--- src/rtl/hazard_halt_unit_pkg.sv ---
// Shared definitions for the hazard/halt sequencing block: FSM encodings and
// the default register-address width.
package hazard_halt_unit_pkg;

  typedef enum logic [1:0] {
    ST_RUN    = 2'b00,
    ST_DRAIN  = 2'b01,
    ST_HALTED = 2'b10
  } hh_state_t;

  localparam int REG_ADDR_W_DEF = 5;

endpackage

--- src/rtl/hazard_halt_unit_load_use_detector.sv ---
// Combinational load-use compare between the EX-stage load destination and
// the source registers of the instruction sitting in ID.
module load_use_detector
  import hazard_halt_unit_pkg::*;
#(
  parameter int REG_ADDR_W = REG_ADDR_W_DEF
) (
  input  logic                  i_ex_mem_read,
  input  logic [REG_ADDR_W-1:0] i_ex_rt_dst,
  input  logic [REG_ADDR_W-1:0] i_id_rs,
  input  logic [REG_ADDR_W-1:0] i_id_rt,
  input  logic                  i_id_uses_rt,
  output logic                  o_lu
);

  logic dst_nonzero;
  logic rs_match;
  logic rt_match;

  // Register 0 is hardwired, so a load targeting it never creates a dependency.
  assign dst_nonzero = |i_ex_rt_dst;
  assign rs_match    = (i_ex_rt_dst == i_id_rs);
  assign rt_match    = i_id_uses_rt && (i_ex_rt_dst == i_id_rt);
  assign o_lu        = i_ex_mem_read && dst_nonzero && (rs_match || rt_match);

endmodule

--- src/rtl/hazard_halt_unit.sv ---
// Load-use bubble insertion, HALT drain sequencing and debug single-step
// gating for the in-order pipeline; feeds the control unit's hazard/halt inputs.
module hazard_halt_unit
  import hazard_halt_unit_pkg::*;
#(
  parameter int REG_ADDR_W   = REG_ADDR_W_DEF,
  parameter int DRAIN_CYCLES = 3,
  parameter int CNT_W        = 32
) (
  input  logic                  i_clk,
  input  logic                  i_rst_n,
  input  logic [REG_ADDR_W-1:0] i_id_rs,
  input  logic [REG_ADDR_W-1:0] i_id_rt,
  input  logic                  i_id_uses_rt,
  input  logic                  i_id_halt,
  input  logic                  i_ex_mem_read,
  input  logic [REG_ADDR_W-1:0] i_ex_rt_dst,
  input  logic                  i_dbg_mode,
  input  logic                  i_dbg_step,
  output logic                  o_hazard_detected,
  output logic                  o_flg_halt,
  output logic                  o_pc_stall,
  output logic                  o_if_id_stall,
  output logic                  o_pipe_en,
  output logic                  o_halted,
  output logic [CNT_W-1:0]      o_cycle_count
);

  localparam int DCW = (DRAIN_CYCLES > 1) ? $clog2(DRAIN_CYCLES) : 1;
  localparam logic [DCW-1:0] DRAIN_LAST = DCW'(DRAIN_CYCLES - 1);

  hh_state_t      state;
  logic [DCW-1:0] drain_cnt;
  logic           lu;
  logic           in_run;
  logic           lu_run;
  logic           halt_det;
  logic           holding;
  logic           pipe_en;

  load_use_detector #(
    .REG_ADDR_W (REG_ADDR_W)
  ) u_lu (
    .i_ex_mem_read (i_ex_mem_read),
    .i_ex_rt_dst   (i_ex_rt_dst),
    .i_id_rs       (i_id_rs),
    .i_id_rt       (i_id_rt),
    .i_id_uses_rt  (i_id_uses_rt),
    .o_lu          (lu)
  );

  assign in_run   = (state == ST_RUN);
  assign lu_run   = in_run && lu;
  // A pending load-use hazard defers HALT recognition to a later cycle.
  assign halt_det = in_run && i_id_halt && !lu;
  assign holding  = (state == ST_DRAIN) || (state == ST_HALTED);
  assign pipe_en  = (state != ST_HALTED) && (!i_dbg_mode || i_dbg_step);

  assign o_hazard_detected = lu_run;
  assign o_flg_halt        = halt_det || holding;
  assign o_pc_stall        = lu_run || halt_det || holding;
  assign o_if_id_stall     = lu_run || halt_det || holding;
  assign o_pipe_en         = pipe_en;
  assign o_halted          = (state == ST_HALTED);

  always_ff @(posedge i_clk or negedge i_rst_n) begin
    if (!i_rst_n) begin
      state     <= ST_RUN;
      drain_cnt <= '0;
    end else begin
      unique case (state)
        ST_RUN: begin
          if (halt_det && pipe_en) begin
            state     <= ST_DRAIN;
            drain_cnt <= '0;
          end
        end
        ST_DRAIN: begin
          // Only enabled cycles move EX/MEM/WB forward, so only they count.
          if (pipe_en) begin
            if (drain_cnt == DRAIN_LAST) begin
              state <= ST_HALTED;
            end else begin
              drain_cnt <= drain_cnt + 1'b1;
            end
          end
        end
        ST_HALTED: begin
          state <= ST_HALTED;
        end
        default: begin
          state     <= ST_RUN;
          drain_cnt <= '0;
        end
      endcase
    end
  end

  always_ff @(posedge i_clk or negedge i_rst_n) begin
    if (!i_rst_n) begin
      o_cycle_count <= '0;
    end else if (pipe_en && (o_cycle_count != {CNT_W{1'b1}})) begin
      o_cycle_count <= o_cycle_count + 1'b1;
    end
  end

endmodule

--- config.mk ---
export PLATFORM = sky130hd
export DESIGN_NAME = hazard_halt_unit
export DESIGN_NICKNAME = d
export VERILOG_FILES = /design/src/rtl/hazard_halt_unit_pkg.sv /design/src/rtl/hazard_halt_unit_load_use_detector.sv /design/src/rtl/hazard_halt_unit.sv
export SDC_FILE = /design/constraint.sdc
export NUM_CORES = 1
export LEC_CHECK = 0
export CORE_MARGIN = 4
export CORE_UTILIZATION = 48
export DETAILED_ROUTE_END_ITERATION = 10
export PLACE_DENSITY = 0.89
export SYNTH_ARGS = -nofsm -noshare
export SYNTH_HDL_FRONTEND = slang
export SYNTH_SLANG_ARGS = --single-unit
--- constraint.sdc ---
create_clock -name i_clk -period 2.4 [get_ports i_clk]
set_input_delay 0.48 -clock i_clk [delete_from_list [all_inputs] [get_ports i_clk]]
set_output_delay 0.48 -clock i_clk [all_outputs]
set_load 0.005 [all_outputs]
==> impl_metrics.yaml, run 1 <==
run_status:
  outcome: "finished, final reports clean"
critical_path:
  cp-start-kind: "input pin"
  crit_slowest_cell: "nor4_2"
  worstPathCellList: "clkdlybuf4s15_1, xor2_1, nor4_2, a22oi_2, o211ai_1, nand2b_1, clkdlybuf4s15_1"
  worstPathRequired_ns: 1.92
  rrSetupSlack_ns: 0.36
  slowest_delay_ns: 0.35
  r2r-start: "state[0]$_DFFE_PN0P_"
  crit_type: "input pin to output pin"
  cpLargestDelayFamily: "simple AND/OR/NAND/NOR gates"
  setup.worst_path.start: "i_id_rt[0]"
  reg2reg_to: "state[1]$_DFFE_PN0P_"
  cp_common_cell: "clkdlybuf4s15_1"
  critPathBufInv: 2
  cp_max_fo: 3
  crit_path_end_kind: "output pin"
  cp.arrival_ns: 1.84
  critical_path.endpoint: "o_flg_halt"
  reg2reg_depth: 6
  cp.depth: 7
clocking:
  tritoncts: "yes"
  cts_hold_buf: 0
  clkSinkCount: 36
  clk_latency_ns: 0.29
  clk_pin_slew_worst_paths_ns: 0.07
  htreeDepth: 2
  cts-root-buf: "clkbuf_8"
  clock_path_buffers: 2
  numCtsBuffers: 5
synthesis:
  synth_area_um2: 2150
  synth_edf_count: 0
  synth_cells: 204
  ys_ff_latch: 36
  syn-num-nets: 231
  avgSynthCellArea_um2: 10.5
  synthFlopType: "dfrtp_1"
  async_reset_ff_share_pct: 100
  synth_warnings: 0
  synth-seq-area-share_pct: 41.9
  yosysUniqueCellTypes: 52
detailed_routing:
  routedWlPerCell_um: 15.3
  firstDrtPassIters: 4
  routed_wl_um: 5210
  m1WireLength_um: 2320
  highest_layer: "met4"
  ant_nets: 0
  drc: 0
  vias: 1834
  via_per_inst: 5.38
  drtIter0Drc: 91
  dr_wl_met3_um: 238
  wl_met2_um: 2550
power:
  pwr-share-clk_pct: 20.1
  powerDensity_nw_per_um2: 712
  leakagePower_nw: 1.42
  power_frac_seq_pct: 37.6
  p_sw_share_pct: 33.5
  ir_drop_uv: 405
  p_int_mw: 1.44
  p_total_mw: 2.16
  p_comb_share_pct: 42.2
  p_sw_mw: 0.725
sta:
  slew_violations: 0
  finalHoldViolations: 0
  max_freq_mhz: 432
  fin_worst_skew_ns: 0.00758
  hold-worst-slack_ns: 0.503
  slew_headroom_pct: 70.3
  worstMarginPinSlew_ns: 0.446
  fin_crit_sh_pct: 96.5
  setup_viol: 0
  fin_crit_ns: 2.32
cells_and_area:
  drive_gt1_share_pct: 21.8
  multi_input_area_um2: 1220
  fillers: 325
  regArea_um2: 901
  fin_cells: 341
  area_delta_synth_final_pct: 41.4
  final_core_util_pct: 69.8
  layout.nets: 315
  antennaDiodeCount: 0
floorplan:
  die_x_um: 74.9
  initial_utilization_pct: 49.4
  core_area_um2: 4350
  dieArea_um2: 5620
  row_count: 24
  ios: 60
  die_h_um: 74.9
job:
  max_cap_violations: 0
hold_path:
  hold_class: "flop to flop"
place:
  dp_hpwl_um: 3900
  place_inst: 326
  place.gp.congestion: 0.781
  portBuffers: 59
grt:
  grt_start_max_net_pins: 37
  grt_antenna_before_repair: 0
  grt-ovfl-total: 0
  grt_pass1_vias: 1850
  grt_pass1_wl_um: 8580
  gr-usage-all-layers_pct: 20.0
how the worst min path moves through the flow:
stage | start | to | slack (ns) | cells past startpoint
floorplan | i_rst_n | drain_cnt[0]$_DFFE_PN0P_ | 0.18 | 0
finish | o_cycle_count[31]$_DFFE_PN0P_ | o_cycle_count[31]$_DFFE_PN0P_ | 0.50 | 1
global route | o_cycle_count[31]$_DFFE_PN0P_ | o_cycle_count[31]$_DFFE_PN0P_ | 0.52 | 1
global placement | o_cycle_count[5]$_DFFE_PN0P_ | o_cycle_count[5]$_DFFE_PN0P_ | 0.48 | 1
CTS | o_cycle_count[31]$_DFFE_PN0P_ | o_cycle_count[31]$_DFFE_PN0P_ | 0.50 | 1
detailed placement | o_cycle_count[17]$_DFFE_PN0P_ | o_cycle_count[17]$_DFFE_PN0P_ | 0.49 | 1
cell usage after synthesis (2+ instances only):
library cell	instances	area share [%]
a211o_1	2	0.81
and4_1	2	0.81
buf_6	2	1.0
dfrtp_1	36	42
ha_1	5	2.9
inv_1	7	1.2
mux2_1	2	1.0
nand2_1	13	2.3
nand3_1	9	2.1
nand4_1	6	1.7
nor2_1	10	1.7
nor3_1	16	3.7
nor3_2	2	0.93
nor3b_1	5	1.7
nor4_1	4	1.2
nor4_2	4	2.3
nor4b_2	2	1.4
o21ai_0	3	0.70
o22a_1	2	0.81
or2_2	2	0.58
xnor2_1	4	1.6
xor2_1	36	15
area by class of cell:
type | instances | area share, %
tap | 52 | 2.14
clock buffer | 8 | 2.96
sequential | 36 | 29.6
timing repair buffer | 81 | 24.2
inverter | 7 | 0.864
multi-input combinational | 157 | 40.2
power groups by stage:
stage	Sequential [mW]	Combinational [mW]	Clock, mW
after global routing	0.833	1.00	0.475
after global placement	0.816	0.880	0
after floorplan	0.810	0.454	0
after detailed placement	0.823	0.916	0
after CTS	0.811	0.892	0.447
final	0.815	0.914	0.436
kinds of logic after synthesis:
family	count (synthesis)	share of synthesized area (%)
adder cells (fa/ha/maj)	5	2.91
AND/OR/NAND/NOR	92	28.4
multiplexers	2	1.05
buffers and inverters	11	2.85
AO/OA/AOI/OAI	18	6.63
flip-flops	36	41.9
XOR/XNOR	40	16.3
cell usage in the layout, fill, tap and decap left out, types with 3 or more instances in the layout:
cell type,count
dlygate4sd2_1,6
nor3_1,15
nand2_1,13
buf_4,21
inv_1,7
nor3_2,3
nand3_1,9
nor2_1,9
nor4_2,5
nor3b_1,5
o21ai_0,3
nor4_1,3
dlymetal6s2s_1,5
clkdlybuf4s50_1,39
xor2_1,36
clkbuf_2,3
dfrtp_1,36
ha_1,4
buf_2,3
clkbuf_8,6
nand4_1,6
xnor2_1,4
through the flow:
stage          instance area (µm²)  setup TNS [ns]  setup WS (ns)
6_report                      3040               0         0.0849
5_1_grt                       3040         -0.0160        -0.0160
4_1_cts                       3010               0        0.00518
3_5_place_dp                  2880           -2.41         -0.582
3_3_place_gp                  2880           -2.11         -0.521
2_1_floorplan                 2150               0          0.324
registers in the layout (all words and copies together), names as in the netlist:
register	flops
o_cycle_count	32
state	2
drain_cnt	2
layer usage:
layer	track usage [%]	vias up
li1	-	896
met1	26.8	872
met2	31.6	55
met3	3.87	11
met4	8.50	0
met5	0	-
what timing repair did:
action / in CTS / in global routing
buffers inserted: 6 / 2
endpoints found under the setup margin: 5 / 5
pin swaps: 9 / 10
hold endpoints to repair: 0 / 0
gates resized for setup: 32 / 16
Note: power is estimated with default switching activity, not from simulation.
==> inputs of run 2 (changes only) <==
Settings changed: SLEW_MARGIN set to 10.
==> results of run 2 <==
Same layout as run 1: the final DEF is identical, and so are final timing and power.
==> inputs of run 3 (changes only) <==
Settings changed: RECOVER_POWER set to 50, TNS_END_PERCENT set to 50.
==> impl_metrics.yaml, run 3 (synthesized netlist as in run 1, its figures left out) <==
floorplan:
  dieArea_um2: 5620
  die_x_um: 74.9
  row_count: 24
  ios: 60
  die_h_um: 74.9
  core_area_um2: 4350
  initial_utilization_pct: 49.4
critical_path:
  crit_path_end_kind: "output pin"
  cpLargestDelayFamily: "simple AND/OR/NAND/NOR gates"
  critPathBufInv: 2
  crit_slowest_cell: "nor4_2"
  worstPathCellList: "clkdlybuf4s15_1, xor2_1, nor4_2, a22oi_2, o211ai_1, nand2b_1, clkdlybuf4s15_1"
  crit_type: "input pin to output pin"
  cp_max_fo: 3
  cp-start-kind: "input pin"
  cp.arrival_ns: 1.84
  worstPathRequired_ns: 1.92
  cp_common_cell: "clkdlybuf4s15_1"
  slowest_delay_ns: 0.35
grt:
  grt_pass1_wl_um: 8580
  grt_antenna_before_repair: 0
  grt-ovfl-total: 0
  grt_start_max_net_pins: 37
  gr-usage-all-layers_pct: 20.0
  grt_pass1_vias: 1850
clocking:
  tritoncts: "yes"
  clkSinkCount: 36
  clock_path_buffers: 2
  numCtsBuffers: 5
  cts-root-buf: "clkbuf_8"
  clk_latency_ns: 0.29
  clk_pin_slew_worst_paths_ns: 0.07
  htreeDepth: 2
sta:
  max_freq_mhz: 432
  slew_violations: 0
  tns_ns: 0
  fin_worst_skew_ns: 0.00766
  slew_headroom_pct: 42.3
  setup_viol: 0
  finalHoldViolations: 0
  fin_crit_sh_pct: 96.5
  worstMarginPinSlew_ns: 0.865
  layout_setup_ws_ns: 0.0849
  fin_crit_ns: 2.32
detailed_routing:
  ant_nets: 0
  vias: 1829
  via_per_inst: 5.36
  routed_wl_um: 5210
  firstDrtPassIters: 4
  routedWlPerCell_um: 15.3
  drc: 0
  drtIter0Drc: 97
place:
  pre_cts_ws_ns: -0.582
  place.gp.congestion: 0.781
  place_inst: 326
  dp_hpwl_um: 3900
  portBuffers: 59
cells_and_area:
  regMostFlops: "o_cycle_count"
  reg_top3: "o_cycle_count x32, drain_cnt x2, state x2"
  drive_gt1_share_pct: 21.1
  layout.nets: 315
  antennaDiodeCount: 0
  fin_cells: 341
  area_delta_synth_final_pct: 40.7
  mostFrequentLayoutCells: "xor2_1, dfrtp_1, clkdlybuf4s50_1"
  largest_reg_flops: 32
  final_core_util_pct: 69.5
job:
  max_cap_violations: 0
hold_path:
  hold_class: "flop to flop"
run_status:
  outcome: "finished, final reports clean"
power:
  powerDensity_nw_per_um2: 705
  ir_drop_uv: 404
  leakagePower_nw: 1.44
==> run 3: cell count changes in the layout (fill, tap and decap cells not counted) <==
cell / delta
clkbuf_2: +1
nand2b_1: +1
nor3_1: +1
buf_4: -1
nor3_2: -1
dlygate4sd3_1: +18
nand2b_4: -1
clkdlybuf4s50_1: -18
==> run 3: what timing repair did <==
item                                    in CTS  in global routing
hold buffers                                 0                  0
resized for setup                           32                 16
endpoints found under the setup margin       5                  5
pin swaps                                    9                 10
hold endpoints to repair                     0                  0
buffers inserted                             6                  2
==> run 3: path summary, 6_finish.rpt <==
| kind | endpoint | start | depth (start not counted) | slack [ns] |
|---|---|---|---|---|
| max | o_flg_halt | i_id_rt[0] | 7 | 0.08 |
| min | o_cycle_count[31]$_DFFE_PN0P_ | o_cycle_count[31]$_DFFE_PN0P_ | 1 | 0.50 |
| max reg2reg | state[1]$_DFFE_PN0P_ | state[0]$_DFFE_PN0P_ | 6 | 0.36 |
| min reg2reg | o_cycle_count[31]$_DFFE_PN0P_ | o_cycle_count[31]$_DFFE_PN0P_ | 1 | 0.50 |
| max in group asynchronous | o_cycle_count[8]$_DFFE_PN0P_ | i_rst_n | 2 | 1.02 |
| min in group asynchronous | o_cycle_count[29]$_DFFE_PN0P_ | i_rst_n | 2 | 0.83 |
==> run 3: where the power goes <==
part	internal, mW	switching, mW	total, mW
Sequential	0.707	0.105	0.812
Combinational	0.475	0.411	0.886
Clock	0.234	0.202	0.436
==> run 3: metrics by stage <==
stage | cell area (µm²) | total power [mW] | hold slack [ns]
6_report | 3030 | 2.13 | 0.498
3_5_place_dp | 2880 | 1.74 | 0.486
3_3_place_gp | 2880 | 1.70 | 0.477
5_1_grt | 3030 | 2.28 | 0.514
2_1_floorplan | 2150 | 1.26 | 0.184
4_1_cts | 3010 | 2.15 | 0.504
==> run 3: final cells by class <==
cell class / instances / area [µm²]
clock buffer: 8 / 90.1
fill: 329 / 1330
sequential: 36 / 901
multi-input combinational: 157 / 1210
timing repair buffer: 81 / 733
inverter: 7 / 26.3
tap: 52 / 65.1
==> run 3: per-layer routing <==
metal  up-vias  share of wire (%)  global-route usage (%)
met5         -                  0                       0
met4         0                1.8                    8.50
met3        11                4.0                    3.87
met2        48                 49                    31.6
met1       873                 45                    26.8
li1        897                  -                       -
